File: src/rtl/serv_rf_ram_arbiter.sv
// Register-file SRAM arbiter: the SERV core owns the RAM during its burst windows,
// and a host/debug port slips single-word reads and writes into the idle cycles between them.
module serv_rf_ram_arbiter #(
    parameter int width       = 8,
    parameter int aw          = 8,
    parameter int CORE_WINDOW = 36
) (
    input  logic             i_clk,
    input  logic             i_rst_n,
    input  logic             i_core_req,
    input  logic [aw-1:0]    i_core_waddr,
    input  logic [width-1:0] i_core_wdata,
    input  logic             i_core_wen,
    input  logic [aw-1:0]    i_core_raddr,
    input  logic             i_core_ren,
    output logic [width-1:0] o_core_rdata,
    output logic [aw-1:0]    o_ram_waddr,
    output logic [width-1:0] o_ram_wdata,
    output logic             o_ram_wen,
    output logic [aw-1:0]    o_ram_raddr,
    output logic             o_ram_ren,
    input  logic [width-1:0] i_ram_rdata,
    input  logic             i_host_valid,
    input  logic             i_host_we,
    input  logic [aw-1:0]    i_host_addr,
    input  logic [width-1:0] i_host_wdata,
    output logic             o_host_ready,
    output logic             o_host_rvalid,
    output logic [width-1:0] o_host_rdata,
    output logic             o_err
);
    localparam int CW = $clog2(CORE_WINDOW + 1);

    typedef enum logic [1:0] {IDLE, RCAP, RDONE} state_t;

    state_t           state_q, state_d;
    logic [CW-1:0]    win_cnt_q, win_cnt_d;
    logic [width-1:0] rdata_q, rdata_d;
    logic             err_q, err_d;
    logic             core_en, win_idle, slot_free, host_acc;

    assign core_en   = i_core_ren | i_core_wen;
    assign win_idle  = (win_cnt_q == '0);
    assign slot_free = win_idle & ~core_en;
    // Reset masks the grant so the RAM follows the core while i_rst_n is held low.
    assign host_acc  = i_rst_n & (state_q == IDLE) & i_host_valid & slot_free;

    assign o_host_ready = host_acc;
    assign o_host_rdata = rdata_q;
    assign o_err        = err_q;
    assign o_core_rdata = i_ram_rdata;

    always_comb begin
        // NOTE: every signal written here gets a default first, so no path can infer a latch.
        state_d       = state_q;
        win_cnt_d     = win_cnt_q;
        rdata_d       = rdata_q;
        o_host_rvalid = 1'b0;
        // A core access with no open window is a contract breach; remember it until reset.
        err_d         = err_q | (core_en & win_idle);

        if (i_core_req) begin
            win_cnt_d = CW'(CORE_WINDOW);
        end else if (!win_idle) begin
            win_cnt_d = win_cnt_q - CW'(1);
        end

        case (state_q)
            IDLE: begin
                if (host_acc && !i_host_we) state_d = RCAP;
            end
            RCAP: begin
                rdata_d = i_ram_rdata;
                state_d = RDONE;
            end
            RDONE: begin
                o_host_rvalid = i_rst_n;
                state_d       = IDLE;
            end
            default: state_d = IDLE;
        endcase
    end

    always_comb begin
        o_ram_waddr = i_core_waddr;
        o_ram_wdata = i_core_wdata;
        o_ram_wen   = i_core_wen;
        o_ram_raddr = i_core_raddr;
        o_ram_ren   = i_core_ren;
        if (host_acc) begin
            if (i_host_we) begin
                o_ram_wen   = 1'b1;
                o_ram_waddr = i_host_addr;
                o_ram_wdata = i_host_wdata;
            end else begin
                o_ram_ren   = 1'b1;
                o_ram_raddr = i_host_addr;
            end
        end
    end

    always_ff @(posedge i_clk) begin
        // NOTE: state registers use non-blocking assignments; the reset is synchronous and only acts at the edge.
        if (!i_rst_n) begin
            state_q   <= IDLE;
            win_cnt_q <= '0;
            rdata_q   <= '0;
            err_q     <= 1'b0;
        end else begin
            state_q   <= state_d;
            win_cnt_q <= win_cnt_d;
            rdata_q   <= rdata_d;
            err_q     <= err_d;
        end
    end

endmodule
File: config.mk
export PLATFORM = sky130hd
export DESIGN_NAME = serv_rf_ram_arbiter
export DESIGN_NICKNAME = d
export VERILOG_FILES = /design/src/rtl/serv_rf_ram_arbiter.sv
export SDC_FILE = /design/constraint.sdc
export NUM_CORES = 1
export LEC_CHECK = 0
export ABC_AREA = 0
export CORE_MARGIN = 10
export CORE_UTILIZATION = 29
export CTS_CLUSTER_SIZE = 28
export DETAILED_ROUTE_END_ITERATION = 12
export PLACE_DENSITY = 0.82
export SYNTH_ARGS = -nofsm -noshare
export SYNTH_HDL_FRONTEND = slang
export SYNTH_SLANG_ARGS = --single-unit
File: constraint.sdc
create_clock -name i_clk -period 2.06 [get_ports i_clk]
set_input_delay 0.515 -clock i_clk [delete_from_list [all_inputs] [get_ports i_clk]]
set_output_delay 0.515 -clock i_clk [all_outputs]
set_load 0.01 [all_outputs]
* Word-level counts from Yosys, hierarchy flattened
Index checks and enable logic that the tools add are counted.
** Word-level totals
- Bits of input ports :: 55
- Register bits after elaboration :: 17
** Operators by class
- Eq/ne operators :: 4
- Mux-type cells :: 15
- Add/sub/neg operators :: 1
- Reductions and logical operators :: 5
- Bitwise operators :: 9
** Operators with widths (number)
- two-way mux 8 bit :: 6
- two-way mux 6 bit :: 2
- zero test 6 bit :: 1
- subtractor 6 x 1 -> 6 bit, second input constant :: 1
- AND 1 bit :: 5
- two-way mux 1 bit :: 5
- one-hot mux 2 bit (2 select lines) :: 1
- == test 2 x 1 -> 1 bit, second input constant :: 1
- == test 2 bit, second input constant :: 1
- zero test 2 bit :: 1
- two-way mux 2 bit :: 1
- != test 2 x 1 -> 1 bit, second input constant :: 1
- != test 2 bit, second input constant :: 1
- NOT 1 bit :: 2
- bitwise OR 1 bit :: 2
- OR reduction 2 bit :: 1
- logical AND 1 bit :: 1
- zero test 1 bit :: 1

* Longest topological paths before layout
- Depth after elaboration :: 7
- Mapped depth :: 7

* Worst setup path after synthesis
OpenSTA, ideal clock, no wires.
- Path type :: register -> output
- Start :: register win_cnt_q[0]
- End :: output o_ram_waddr[0]
- Arrival :: 1588 ps
- Path buffers :: 2
- Required time :: 1545 ps
- Path slack :: -43 ps
- Cell stages (with the launch flop) :: 8
- Path through :: dfxtp_1 -> inv_1 -> ha_1 -> and2b_1 -> and4_1 -> buf_6 -> buf_12 -> mux2_4
** On the way
- Cells in the longest elaborated chain, start to end :: 4
** Ends and longest elaborated chain
- start: declaration :: RTL line 37 : logic [CW-1:0] win_cnt_q, win_cnt_d;
- start signal: assignment :: RTL line 111 : win_cnt_q <= win_cnt_d;
- zero test 6 bit :: RTL line 43 : assign win_idle = (win_cnt_q == '0);
- AND 1 bit :: RTL line 44 : assign slot_free = win_idle & ~core_en;
- AND 1 bit :: RTL line 46 : assign host_acc = i_rst_n & (state_q == IDLE) & i_host_valid & slot_free;
- two-way mux 8 bit :: RTL line 90 : if (host_acc) begin
- end: declaration :: RTL line 17 : output logic [aw-1:0] o_ram_waddr,
Every way passes these cells.

* Final worst setup path
- Start :: register win_cnt_q[1]
- End :: output o_ram_waddr[2]
The elaborated chain is that of the path after synthesis.

==> out/metrics.yaml <==
timing:
  setup_viol: 26
  hold_slack_ps: 466
  skew_ps: 4.49
  final-hold-violation-count: 0
  worstMarginPinSlew_ps: 615
  rsz0062_at_grt: "true"
  fin_crit_ps: 2370
  setup_ws_ps: -307
  achievable-frequency_mhz: 423
  relSlewSlack_pct: 58.9
  period_share_pct: 115
  drv_slew: 0
logic_synthesis:
  syn_nets: 184
  syn_area_per_cell_sq_um: 9.43
  async_flop_share_pct: 0
  synth.yosys.seq_area_share_pct: 28.4
  ys_ff_latch: 17
  synthDistinctLibCells: 34
  synth_area_leader_cell: "dfxtp_1"
  syn_area_sq_mm: 0.00120
  synth_cells: 127
  ys_top_cells_by_area: "dfxtp_1, mux2_2, mux2_4"
  synth_edf_count: 0
  ys_warn_count: 0
  synth_top_flop_cell: "dfxtp_1"
  synth_top_area_share_pct: 28.4
clock_tree:
  clock-sinks: 17
  ctsHoldBuffers: 0
  h-tree-depth: 1
  cts_root_buf: "clkbuf_8"
  clk_path_buf_depth: 2
  tritoncts: "built"
  cts_inserted_buffers: 3
  clk_latency_ps: 250
  cts.clk_slew.worst_paths_ps: 70
grt:
  grt_max_degree: 15
  grt_pass1_vias: 1504
  grt_first_pass_wirelength_mm: 8.03
  antenna_found_initial: 0
  grt_overflow_total: 0
  grt_use_total_pct: 13.9
place:
  dp_hpwl_mm: 3.98
  port_buffers: 99
  post-place-ws_ps: -999
  placed_cells: 283
  place_congestion: 0.781
pwr:
  power_mw: 1.17
  power_density_mw_per_mm2: 451
  cellLeakagePower_nw: 1.17
  irDropWorstVdd_mv: 0.242
die:
  die_y_um: 84.3
  io_pins: 100
  fp-row-count: 23
  core_area_sq_mm: 0.00400
  die_w_um: 84.3
  design.die.area_sq_mm: 0.00710
  start_util_pct: 29.9
critical_path:
  start_kind: "flop"
  arrival_ps: 1850
  endpoint_kind: "output port"
  critPathMaxFanout: 7
  path_buf_inv: 3
  critPathSlowestCell: "dfxtp_2"
  required_ps: 1540
  cp_cell_sequence: "inv_2 > ha_4 > and2b_2 > and4_4 > buf_12 > mux2_4 > buf_6"
  slowest_delay_ps: 320
  criticalPathCategory: "reg2out"
  crit_family: "simple AND/OR/NAND/NOR gates"
outcome:
  status: "complete, but fails checks"
  failed_checks: "setup timing"
final_layout:
  antennaDiodeCount: 0
  drive_gt1_share_pct: 42.4
  area_delta_synth_final_pct: 117
  nNetsFinal: 308
  layout.cells.non_filler: 300
drt:
  drt-vias-per-instance: 4.56
  wl_per_cell_um: 17.3
  drcViolationCount: 0
  dr.pass1.iters: 4
  routed_wl_mm: 5.20
  drt_iter0_drc: 59
  num_vias: 1367
  drtAntennaViolNets: 0
flow_run:
  drv_cap: 0
hold_path:
  hp-class: "reg2reg"
==> power breakdown <==
group	total (mW)	internal [mW]	switching, mW
logic	0.556	0.346	0.210
clock network	0.252	0.134	0.118
registers	0.365	0.351	0.0139
total	1.17	0.831	0.342
==> worst paths after layout <==
kind / start / endpoint / slack (ps) / cells after the start
setup / recovery: win_cnt_q[1]$_SDFFE_PP0N_ / o_ram_waddr[2] / -310 / 7
hold / removal: o_host_rdata[7]$_SDFFE_PN0N_ / o_host_rdata[7]$_SDFFE_PN0N_ / 470 / 2
hold reg to reg: o_host_rdata[7]$_SDFFE_PN0N_ / o_host_rdata[7]$_SDFFE_PN0N_ / 470 / 2
setup reg to reg: win_cnt_q[1]$_SDFFE_PP0N_ / win_cnt_q[2]$_SDFFE_PN0P_ / 610 / 8
==> area by class of cell <==
class,count,area (sq um)
Tap cell,50,62.6
Timing Repair Buffer,133,1300
Clock inverter,1,5.00
Clock buffer,3,41.3
Inverter,2,7.51
Fill cell,314,1400
Sequential cell,17,343
Multi-Input combinational cell,94,841
==> routing by layer <==
metal	share of wire, %	up-vias	global-route usage, %
met5	0	-	0
met4	1.7	0	5.94
met3	7.3	7	5.02
met2	56	47	26.1
met1	35	631	13.3
li1	-	682	-
==> worst min-delay path: cells and delay by family (launching register included) <==
kind            cells  cell delay (ps)
flops               1              310
simple gates        1               50
compound gates      1               60
==> cell families (layout without fill, tap and decap cells) <==
family / count (synthesis) / in the layout / synth area share [%]
AND/OR/NAND/NOR: 48 / 48 / 22.8
multiplexers: 24 / 24 / 25.4
AO/OA/AOI/OAI: 18 / 18 / 10.3
flip-flops: 17 / 17 / 28.4
buffers and inverters: 16 / 139 / 9.51
adder cells (fa/ha/maj): 2 / 2 / 2.09
XOR/XNOR: 2 / 2 / 1.46
==> what timing repair did <==
item	4_1_cts	5_1_grt
pin swaps	4	6
buffers inserted	8	6
gates cloned	1	0
endpoints found under the hold margin	0	0
gates resized for setup	164	28
endpoints found under the setup margin	31	32
==> synth_stat cells (all sizes together) (2+ instances only) <==
master / n
a21boi: 8
a21oi: 4
buf: 10
clkbuf: 4
dfxtp: 17
ha: 2
inv: 2
mux2: 24
nand2: 18
nand2b: 4
nor2: 3
nor2b: 2
nor3: 9
nor3b: 2
o31ai: 2
xnor2: 2
==> state kept, by name (all words and copies together), names as in the netlist <==
register	count
o_host_rdata	8
state_q	2
win_cnt_q	6
o_err	1
==> per-stage QoR <==
stage                     instance area [sq um]  TNS [ps]  utilization (%)
after CTS                                  2570     -8010             64.3
final                                      2600     -7020             65.1
after global placement                     2330    -24170             58.3
after detailed placement                   2330    -24870             58.3
after global routing                       2600     -8840             65.1
after floorplan                            1200         0                -
==> layout by cell type, fill, tap and decap left out, drive strengths merged, types with 3 or more instances in the layout <==
master,synthesis,routed
a21boi,8,8
nand2b,4,4
dlygate4sd2,0,4
dlymetal6s2s,0,5
nand2,18,18
clkdlybuf4s50,0,58
dfxtp,17,17
buf,10,60
clkbuf,4,9
nor3,9,9
mux2,24,24
a21oi,4,4
nor2,3,3
Note: power is estimated with default switching activity, not from simulation.
